**src/rtl/strip_scan_sequencer_if.sv**
```systemverilog
// strip_scan_sequencer_if: control, configuration, pulser/mux and result
// signals of the strip scan sequencer. The master is the register/control
// side. The slave is the sequencer.
interface strip_scan_sequencer_if #(
  parameter int NSTRIPS  = 16,
  parameter int SETTLE_W = 8
);
  logic                start;
  logic                abort;
  logic [3:0]          first_strip;
  logic [3:0]          last_strip;
  logic [15:0]         num_pulses;
  logic [SETTLE_W-1:0] settle_cycles;
  logic [3:0]          window_cycles;
  logic [31:0]         halfstrips;
  logic [31:0]         halfstrips_expect;
  logic                pulser_ready;
  logic [NSTRIPS-1:0]  mux_sel;
  logic                fire_pulse;
  logic                busy;
  logic                done;
  logic [3:0]          cur_strip;
  logic [15:0]         err_cnt;
  logic [NSTRIPS-1:0]  fail_map;
  logic                timeout;

  modport master (
    output start, abort, first_strip, last_strip, num_pulses, settle_cycles,
           window_cycles, halfstrips, halfstrips_expect, pulser_ready,
    input  mux_sel, fire_pulse, busy, done, cur_strip, err_cnt, fail_map, timeout
  );

  modport slave (
    input  start, abort, first_strip, last_strip, num_pulses, settle_cycles,
           window_cycles, halfstrips, halfstrips_expect, pulser_ready,
    output mux_sel, fire_pulse, busy, done, cur_strip, err_cnt, fail_map, timeout
  );
endinterface

```
**src/rtl/strip_scan_sequencer.sv**
```systemverilog
// strip_scan_sequencer: pulse-injection scan over a strip range. For each
// strip, the sequencer selects the strip on the mux and waits for the mux to
// settle. It then fires the programmed number of pulses and ORs the
// half-strip hits over a readout window after each pulse. Each window result
// is compared with the expected pattern.
// Optional build macro: STRIP_SCAN_TIMEOUT_EN adds a pulser_ready watchdog.
//
// state    | meaning
// ---------+---------------------------------------------------------
// S_IDLE   | waiting for start; mux deselected
// S_SETTLE | strip selected, settle down-counter running
// S_FIRE   | waiting for pulser_ready, then fires one pulse
// S_WINDOW | OR-accumulating half-strip hits for window_cycles+1 cycles
// S_CHECK  | compares accumulated hits, advances the pulse counter
// S_NEXT   | ends the scan after the last strip, or steps to the next strip
module strip_scan_sequencer #(
  parameter int NSTRIPS  = 16,
  parameter int SETTLE_W = 8
) (
  input  logic                   clk,
  input  logic                   reset,
  strip_scan_sequencer_if.slave  bus
);

  typedef enum logic [2:0] {
    S_IDLE, S_SETTLE, S_FIRE, S_WINDOW, S_CHECK, S_NEXT
  } state_t;

  state_t              state;
  logic [3:0]          last_cfg;
  logic [3:0]          window_cfg;
  logic [15:0]         pulses_cfg;
  logic [SETTLE_W-1:0] settle_cfg;
  logic [SETTLE_W-1:0] settle_cnt;
  logic [3:0]          win_cnt;
  logic [15:0]         pulse_cnt;
  logic [31:0]         hit_acc;
  logic                done_pend;
`ifdef STRIP_SCAN_TIMEOUT_EN
  logic [11:0]         wd_cnt;
`endif

  function automatic logic [NSTRIPS-1:0] strip_onehot(input logic [3:0] idx);
    return {{(NSTRIPS-1){1'b0}}, 1'b1} << idx;
  endfunction

  function automatic logic [15:0] sat_inc(input logic [15:0] v);
    return (v == 16'hFFFF) ? v : v + 16'd1;
  endfunction

  // Scan FSM with all outputs registered.
  always_ff @(posedge clk) begin
    if (reset) begin
      state         <= S_IDLE;
      last_cfg      <= '0;
      window_cfg    <= '0;
      pulses_cfg    <= '0;
      settle_cfg    <= '0;
      settle_cnt    <= '0;
      win_cnt       <= '0;
      pulse_cnt     <= '0;
      hit_acc       <= '0;
      done_pend     <= 1'b0;
`ifdef STRIP_SCAN_TIMEOUT_EN
      wd_cnt        <= '0;
`endif
      bus.mux_sel    <= '0;
      bus.fire_pulse <= 1'b0;
      bus.busy       <= 1'b0;
      bus.done       <= 1'b0;
      bus.cur_strip  <= '0;
      bus.err_cnt    <= '0;
      bus.fail_map   <= '0;
      bus.timeout    <= 1'b0;
    end else begin
      bus.fire_pulse <= 1'b0;
      // An empty range reports done two cycles after start, via done_pend.
      bus.done       <= done_pend;
      done_pend      <= 1'b0;
      if (state != S_IDLE && bus.abort) begin
        // On abort the results freeze and no done strobe is produced.
        state       <= S_IDLE;
        bus.busy    <= 1'b0;
        bus.mux_sel <= '0;
      end else begin
        case (state)
          S_IDLE: begin
            if (bus.start && !bus.abort) begin
              last_cfg      <= bus.last_strip;
              window_cfg    <= bus.window_cycles;
              pulses_cfg    <= (bus.num_pulses == 16'd0) ? 16'd1 : bus.num_pulses;
              settle_cfg    <= bus.settle_cycles;
              bus.cur_strip <= bus.first_strip;
              bus.err_cnt   <= '0;
              bus.fail_map  <= '0;
              bus.timeout   <= 1'b0;
              if (bus.first_strip > bus.last_strip) begin
                done_pend <= 1'b1;
              end else begin
                state       <= S_SETTLE;
                bus.busy    <= 1'b1;
                bus.mux_sel <= strip_onehot(bus.first_strip);
                settle_cnt  <= bus.settle_cycles;
                pulse_cnt   <= '0;
              end
            end
          end
          S_SETTLE: begin
            if (settle_cnt == '0) begin
              state <= S_FIRE;
`ifdef STRIP_SCAN_TIMEOUT_EN
              wd_cnt <= 12'hFFF;
`endif
            end else begin
              settle_cnt <= settle_cnt - 1'b1;
            end
          end
          S_FIRE: begin
            if (bus.pulser_ready) begin
              bus.fire_pulse <= 1'b1;
              hit_acc        <= '0;
              win_cnt        <= window_cfg;
              state          <= S_WINDOW;
            end
`ifdef STRIP_SCAN_TIMEOUT_EN
            // On watchdog expiry, the pulse counts as a mismatch and the
            // remaining pulses of this strip are skipped.
            else if (wd_cnt == 12'd0) begin
              bus.timeout                <= 1'b1;
              bus.err_cnt                <= sat_inc(bus.err_cnt);
              bus.fail_map[bus.cur_strip] <= 1'b1;
              state                      <= S_NEXT;
            end else begin
              wd_cnt <= wd_cnt - 1'b1;
            end
`endif
          end
          S_WINDOW: begin
            hit_acc <= hit_acc | bus.halfstrips;
            if (win_cnt == 4'd0) state <= S_CHECK;
            else                 win_cnt <= win_cnt - 1'b1;
          end
          S_CHECK: begin
            if (hit_acc != bus.halfstrips_expect) begin
              bus.err_cnt                <= sat_inc(bus.err_cnt);
              bus.fail_map[bus.cur_strip] <= 1'b1;
            end
            pulse_cnt <= pulse_cnt + 16'd1;
            if (pulse_cnt + 16'd1 < pulses_cfg) begin
              state <= S_FIRE;
`ifdef STRIP_SCAN_TIMEOUT_EN
              wd_cnt <= 12'hFFF;
`endif
            end else begin
              state <= S_NEXT;
            end
          end
          S_NEXT: begin
            if (bus.cur_strip == last_cfg || bus.cur_strip == 4'hF) begin
              state       <= S_IDLE;
              bus.busy    <= 1'b0;
              bus.mux_sel <= '0;
              bus.done    <= 1'b1;
            end else begin
              bus.cur_strip <= bus.cur_strip + 4'd1;
              bus.mux_sel   <= strip_onehot(bus.cur_strip + 4'd1);
              settle_cnt    <= settle_cfg;
              pulse_cnt     <= '0;
              state         <= S_SETTLE;
            end
          end
          default: state <= S_IDLE;
        endcase
      end
    end
  end

endmodule

```
**src/flat_wrapper.sv**
```systemverilog
// flat-port wrapper written by rule: the top's interface ports become plain ports
module strip_scan_sequencer_flat 
#(
  parameter int NSTRIPS  = 16,
  parameter int SETTLE_W = 8
)
  (clk, reset, bus_start, bus_abort, bus_first_strip, bus_last_strip, bus_num_pulses, bus_settle_cycles, bus_window_cycles, bus_halfstrips, bus_halfstrips_expect, bus_pulser_ready, bus_mux_sel, bus_fire_pulse, bus_busy, bus_done, bus_cur_strip, bus_err_cnt, bus_fail_map, bus_timeout);
  strip_scan_sequencer_if #(.NSTRIPS(NSTRIPS), .SETTLE_W(SETTLE_W)) bus_i ();
  input  logic clk;
  input  logic reset;
  input wire logic [$bits(bus_i.start)-1:0] bus_start;
  input wire logic [$bits(bus_i.abort)-1:0] bus_abort;
  input wire logic [$bits(bus_i.first_strip)-1:0] bus_first_strip;
  input wire logic [$bits(bus_i.last_strip)-1:0] bus_last_strip;
  input wire logic [$bits(bus_i.num_pulses)-1:0] bus_num_pulses;
  input wire logic [$bits(bus_i.settle_cycles)-1:0] bus_settle_cycles;
  input wire logic [$bits(bus_i.window_cycles)-1:0] bus_window_cycles;
  input wire logic [$bits(bus_i.halfstrips)-1:0] bus_halfstrips;
  input wire logic [$bits(bus_i.halfstrips_expect)-1:0] bus_halfstrips_expect;
  input wire logic [$bits(bus_i.pulser_ready)-1:0] bus_pulser_ready;
  output wire logic [$bits(bus_i.mux_sel)-1:0] bus_mux_sel;
  output wire logic [$bits(bus_i.fire_pulse)-1:0] bus_fire_pulse;
  output wire logic [$bits(bus_i.busy)-1:0] bus_busy;
  output wire logic [$bits(bus_i.done)-1:0] bus_done;
  output wire logic [$bits(bus_i.cur_strip)-1:0] bus_cur_strip;
  output wire logic [$bits(bus_i.err_cnt)-1:0] bus_err_cnt;
  output wire logic [$bits(bus_i.fail_map)-1:0] bus_fail_map;
  output wire logic [$bits(bus_i.timeout)-1:0] bus_timeout;
  assign bus_i.start = bus_start;
  assign bus_i.abort = bus_abort;
  assign bus_i.first_strip = bus_first_strip;
  assign bus_i.last_strip = bus_last_strip;
  assign bus_i.num_pulses = bus_num_pulses;
  assign bus_i.settle_cycles = bus_settle_cycles;
  assign bus_i.window_cycles = bus_window_cycles;
  assign bus_i.halfstrips = bus_halfstrips;
  assign bus_i.halfstrips_expect = bus_halfstrips_expect;
  assign bus_i.pulser_ready = bus_pulser_ready;
  assign bus_mux_sel = bus_i.mux_sel;
  assign bus_fire_pulse = bus_i.fire_pulse;
  assign bus_busy = bus_i.busy;
  assign bus_done = bus_i.done;
  assign bus_cur_strip = bus_i.cur_strip;
  assign bus_err_cnt = bus_i.err_cnt;
  assign bus_fail_map = bus_i.fail_map;
  assign bus_timeout = bus_i.timeout;
  strip_scan_sequencer #(.NSTRIPS(NSTRIPS), .SETTLE_W(SETTLE_W)) u_core (.clk(clk), .reset(reset), .bus(bus_i));
endmodule
```
**config.mk**
```make
export PLATFORM = sky130hd
export DESIGN_NAME = strip_scan_sequencer_flat
export DESIGN_NICKNAME = d
export VERILOG_FILES = /design/src/rtl/strip_scan_sequencer_if.sv /design/src/rtl/strip_scan_sequencer.sv /design/src/flat_wrapper.sv
export SDC_FILE = /design/constraint.sdc
export NUM_CORES = 1
export LEC_CHECK = 0
export ABC_AREA = 1
export BUFFER_PORTS_ARGS = -buffer_cell sky130_fd_sc_hd__buf_4
export CAP_MARGIN = 20
export CORE_ASPECT_RATIO = 0.9
export CORE_MARGIN = 1
export CORE_UTILIZATION = 44
export CTS_CLUSTER_SIZE = 16
export DETAILED_ROUTE_END_ITERATION = 16
export PLACE_DENSITY = 0.74
export SLEW_MARGIN = 20
export SYNTH_ARGS = -nofsm -noshare
export SYNTH_HDL_FRONTEND = slang
export SYNTH_SLANG_ARGS = --single-unit
```
**constraint.sdc**
```tcl
create_clock -name clk -period 3.1 [get_ports clk]
set_clock_uncertainty 0.15 [all_clocks]
set_input_delay 0.465 -clock clk [delete_from_list [all_inputs] [get_ports clk]]
set_output_delay 0.465 -clock clk [all_outputs]
set_load 0.02 [all_outputs]
```
# After elaboration in Yosys (flattened, before gate mapping)
# Cells that the tools add are included.
# Widths: inputs -> output; s select.
[classes] add_sub_neg=5 n_lt_le_gt_ge=4 n_eq_ne=20 n_shift=2 mux=47 n_bitwise=6 n_reduce_logical=29
[ops] op="$mux 16" n=11
[ops] op="$pmux 16 s2" n=3
[ops] op="$pmux 32 s2" n=1
[ops] op="$pmux 16 s3" n=1
[ops] op="$add 16x1->16 const B" n=2
[ops] op="$mux 32" n=1
[ops] op="$mux 8" n=4
[ops] op="$ne 32x32->1" n=1
[ops] op="$or 32x32->32" n=1
[ops] op="$shl 1x4->16 const A" n=2
[ops] op="$pmux 8 s3" n=1
[ops] op="$mux 3" n=6
[ops] op="$pmux 3 s6" n=1
[ops] op="$eq 16x16->1 const B" n=1
[ops] op="$logic_not 16->1" n=1
[ops] op="$lt 16x16->1" n=1
[ops] op="$mux 4" n=4
[ops] op="$or 16x16->16" n=1
[ops] op="$pmux 4 s2" n=2
[ops] op="$reduce_and 4->1" n=4
[ops] op="$reduce_and 5->1" n=3
[ops] op="$ne 2x2->1 const B" n=6
[ops] op="$mux 1" n=10
[ops] op="$ne 2x1->1 const B" n=5
[ops] op="27 further kinds" n=40
[totals] ff_bits=151 input_bits=105 out_inout_bits=56 elab_cells=130

# Depth between registers and ports, before layout
[depth] ltp_word=7 depth_mapped=18 mapped_depth_nobuf=18

# Least setup slack after synthesis
# OpenSTA, ideal clock, no wires.
[synth_timing] path_type="reg-to-reg" startpoint="reg u_core.pulse_cnt[0]" endpoint="reg u_core.state[1]" setup_time_ns=0.116 arrival_time_ns=2.269 t_required_ns=2.834 setup_slack_ns=0.565 stages_incl_launch_ff=17 path_buffers=0 period_less_slack_ns=2.535 path_cell_list="dfxtp_1 ha_1 nand2_1 nor2_1 nand3b_1 nor2_1 nand4_1 nand2_1 inv_1 ha_1 nand2_1 nor4_1 nand2_1 nand3_1 nand3_1 a21oi_1 nor2_1"
[synth_via] elab_chain_len=4
[synth_rtl] item="start: declaration" line="strip_scan_sequencer.sv:36" rtl="logic [15:0] pulse_cnt;"
[synth_rtl] item="start signal: assignment" line="strip_scan_sequencer.sv:148" rtl="pulse_cnt <= pulse_cnt + 16'd1;"
[synth_rtl] item="$add 16x1->16" line="strip_scan_sequencer.sv:149" rtl="if (pulse_cnt + 16'd1 < pulses_cfg) begin"
[synth_rtl] item="$lt 16x16->1" line="strip_scan_sequencer.sv:149"
[synth_rtl] item="$mux 3" line="strip_scan_sequencer.sv:149"
[synth_rtl] item="$pmux 3 s6" line="strip_scan_sequencer.sv:86" rtl="case (state)"
[synth_rtl] item="end signal: assignment" line="strip_scan_sequencer.sv:150" rtl="state <= S_FIRE;"
[synth_rtl] item="end signal: assignment" line="strip_scan_sequencer.sv:155" rtl="state <= S_NEXT;"
[synth_rtl] item="end signal: assignment" line="strip_scan_sequencer.sv:160" rtl="state <= S_IDLE;"
[synth_rtl] item="end: declaration" line="strip_scan_sequencer.sv:29" rtl="state_t state;"
# Every way passes these cells.
# A chain may end at the register's enable or synchronous reset.

# Worst setup path in the final report
[layout_timing] startpoint="reg u_core.pulse_cnt[0]" endpoint="reg u_core.state[0]"
# Same word-level chain as after synthesis.

==> impl_metrics.csv <==
group,metric,value,unit
status,status,"finished clean",
timing,fin_crit_sh,88.77,%
global_routing,grt_pass1_wl,35090,um
global_routing,met3_usage,5.347,%
synthesis,synth.area.top_cells,"dfxtp_1 37%, nand2_1 9.5%, a21oi_1 8.1%",
critical_path,ff2ff_setup_slack,350,ps
min_path,worstHoldPathType,"in -> reg",
timing,slew_viol_final,0,
clock_network,clk_latency,430,ps
synthesis,netlist_area,8193,um2
flow_run,cap_violations,0,
global_routing,met2_usage,35.73,%
timing,fin_ws,348.1,ps
synthesis,synthFlopType,"dfxtp_1",
synthesis,synth.area.mux_share,0,%
critical_path,r2r_start,"u_core.pulse_cnt[0]",
power,irDropWorstVdd,0.0003738,V
synthesis,synth-edff-count,0,
global_routing,grt.busiest_layer,"met2",
drt,wl_per_cell,13.50,um
floorplan,die_h,131.5,um
floorplan,die_area,19170,um2
synthesis,synthAdderAreaFrac,4.887,%
critical_path,cp-start-kind,"register",
final_layout,final_nets,1443,
power,p_sw,3172,uW
synthesis,ys_ff_latch,151,
timing,hold_viol,0,
global_routing,grt-ovfl-total,0,
timing,slew_headroom,32.46,%
drt,firstDrtPassIters,5,
final_layout,final_cell_area,10120,um2
synthesis,syn_inst,1164,
clock_network,ctsHoldBuffers,0,
drt,vias_per_cell,5.074,
power,combinationalPowerShare,40.3,%
timing,min_period,2752,ps
floorplan,coreArea,17900,um2
synthesis,synthTopCellsByCount,"207 x nand2_1, 157 x inv_1, 151 x dfxtp_1",
synthesis,postSynthAreaPerCell,7.039,um2
floorplan,start_util,45.77,%
final_layout,drive_gt1_share,18.88,%
power,p_sw_share,40.98,%
place,placed_cell_area,9519,um2
floorplan,die_w,145.8,um
synthesis,synth_compound_area_share,14.97,%
global_routing,grt_util_all_layers,22.30,%
synthesis,synth_top_area_share,36.90,%
clock_network,clock_sinks,151,
critical_path,critPathMaxFanout,5,
global_routing,grt_pass1_vias,7440,
place,io_buffers,159,
timing,worst_slew_pin_slew,1009,ps
clock_network,ctsHtreeMaxLevel,4,
critical_path,cp_data_required_time,3300,ps
synthesis,ys_seq_area_share,36.90,%
synthesis,ys_async_sr_fraction,0,%
power,clock_power_share,26.5,%
floorplan,rows,46,
synthesis,synthXorXnorAreaFrac,6.093,%
timing,fmax,363.4,MHz
final_layout,fill_cells,1689,
critical_path,rr_endpoint,"u_core.state[0]",
critical_path,endpoint,"u_core.state[0]",
clock_network,clk_pin_slew,60,ps
power,p_seq_share,33.1,%
clock_network,cts_buffers,17,
floorplan,io_pins,161,
clock_network,cts_buffer_depth,2,
critical_path,r2r_cells,17,
synthesis,yosys.area_share.simple,26.28,%
critical_path,arrival,2950,ps
power,leakage,0.004222,uW
drt,ant_nets,0,
final_layout,diodes,0,
final_layout,area_growth,23.47,%
synthesis,yosys_warnings,0,
clock_network,root_buffer,"clkbuf_16",
drt,drt_wl_total,21050,um
power,power.total,7741,uW
synthesis,synth_top_family_by_area,"simple AND/OR/NAND/NOR gates",
timing,setup_violations,0,
drt,drtIter0Drc,494,
synthesis,synth.net_count,1301,
timing,fin_setup_tns,0,ps
global_routing,antenna_found_initial,0,
synthesis,synth_top_cell_by_area,"dfxtp_1",
synthesis,synth.distinct_cells,41,
global_routing,grt_max_degree,36,
critical_path,cp-startpoint,"u_core.pulse_cnt[0]",
drt,drc_errors,0,
place,pre_cts_slack,283.6,ps
synthesis,synth.most_common_cell,"nand2_1",
clock_network,cts_tree,"yes",
place,hpwl,15180,um
power,p_per_area,765.2,nW/um2
critical_path,path_class,"reg -> reg",
place,gp_congestion,0.9218,
critical_path,end_kind,"register",
power,internal_power,4568,uW
global_routing,gr-usage-met1,29.60,%
drt,vias,7911,
==> cell usage in the layout, fill, tap and decap left out, types with 2 or more instances in the layout <==
| cell | netlist | layout |
|---|---|---|
| a211oi_1 | 17 | 17 |
| a21oi_1 | 133 | 133 |
| a31oi_1 | 2 | 2 |
| buf_4 | 7 | 167 |
| bufinv_16 | 0 | 2 |
| clkbuf_16 | 0 | 17 |
| clkbuf_8 | 0 | 2 |
| clkinv_2 | 0 | 4 |
| clkinvlp_4 | 0 | 5 |
| dfxtp_1 | 151 | 151 |
| ha_1 | 32 | 32 |
| inv_1 | 157 | 157 |
| inv_2 | 16 | 16 |
| nand2_1 | 207 | 206 |
| nand2_2 | 5 | 6 |
| nand3_1 | 48 | 48 |
| nand3_2 | 3 | 3 |
| nand3_4 | 2 | 2 |
| nand4_1 | 43 | 43 |
| nor2_1 | 123 | 120 |
| nor2_2 | 9 | 12 |
| nor2_4 | 4 | 4 |
| nor3_1 | 18 | 18 |
| nor4_1 | 9 | 8 |
| o211ai_1 | 4 | 4 |
| o21ai_0 | 58 | 58 |
| o21ai_1 | 6 | 5 |
| o221ai_1 | 3 | 3 |
| or2_2 | 2 | 2 |
| xnor2_1 | 30 | 30 |
| xor2_1 | 27 | 27 |
==> kinds of logic after synthesis <==
kind of cell,after synthesis
flip-flops,151
adder cells (fa/ha/maj),32
AND/OR/NAND/NOR,478
other,1
AO/OA/AOI/OAI,227
buffers and inverters,218
XOR/XNOR,57
==> layout make-up <==
| class | instances | area, um2 | area share, % |
|---|---|---|---|
| clock buffers | 20 | 456.7 | 4.515 |
| clock inverters | 12 | 126.4 | 1.249 |
| flip-flops and latches | 151 | 3023 | 29.88 |
| inverters | 174 | 653.1 | 6.456 |
| multi-input cells | 795 | 4303 | 42.54 |
| repair buffers | 167 | 1254 | 12.39 |
| well taps | 240 | 300.3 | 2.968 |
==> critical path, stage by stage (launching register included) <==
cell and delay, ps:
dfxtp_1 400, ha_1 210, nand2_1 70, nor2_2 170
nand3b_1 150, nor2_2 160, nand4_1 90, nand2_1 90
inv_1 50, ha_1 260, nand2_1 80, nor4_2 270
nand2_1 120, nand2_1 70, nand2_1 60, nand2_1 80
nand2_1 50, a21oi_1 130
==> power groups by stage <==
stage / clock network (uW) / registers (uW) / logic [uW]
after floorplan: 0 / 2700 / 2170
after global placement: 0 / 2600 / 3030
after detailed placement: 0 / 2600 / 3070
after CTS: 2100 / 2560 / 3100
after global routing: 2190 / 2610 / 3500
final: 2050 / 2560 / 3120
==> worst min path at each step <==
stage | from | to | cells past startpoint
floorplan | u_core.done_pend | u_core.bus.done | 2
global placement | u_core.settle_cfg[7] | u_core.settle_cfg[7] | 2
detailed placement | u_core.settle_cfg[7] | u_core.settle_cfg[7] | 2
CTS | bus_halfstrips[14] | u_core.hit_acc[14] | 3
global route | bus_halfstrips[31] | u_core.hit_acc[31] | 3
finish | bus_halfstrips[6] | u_core.hit_acc[6] | 3
==> flip-flops by register name (all words and copies together) (netlist names) <==
register and flops:
u_core.win_cnt 4, u_core.bus.cur_strip 4, u_core.hit_acc 32, u_core.bus.fail_map 16
u_core.settle_cnt 8, u_core.window_cfg 4, u_core.bus.done 1, u_core.bus.fire_pulse 1
u_core.pulses_cfg 16, u_core.pulse_cnt 16, u_core.last_cfg 4, u_core.settle_cfg 8
u_core.state 3, u_core.bus.err_cnt 16, u_core.done_pend 1, u_core.bus.busy 1
u_core.bus.mux_sel 16
==> metrics by stage <==
step,util [%],instances,hold WS [ps]
after floorplan,-,1164,255.6
after global routing,56.51,1559,136.2
after global placement,53.18,1527,286.7
after detailed placement,53.18,1527,294.5
after CTS,56.44,1559,132.4
final,56.51,1559,152.0
==> timing repair <==
action	in CTS	in global routing
resized for setup	0	4
setup endpoints to repair	0	3
setup buffers	0	0
==> metal layers <==
metal	wire, um	vias to the layer above
li1	-	4062
met1	10020	3586
met2	9587	243
met3	1181	20
met4	259	0
met5	0	-
(Power assumes the default switching activity.)
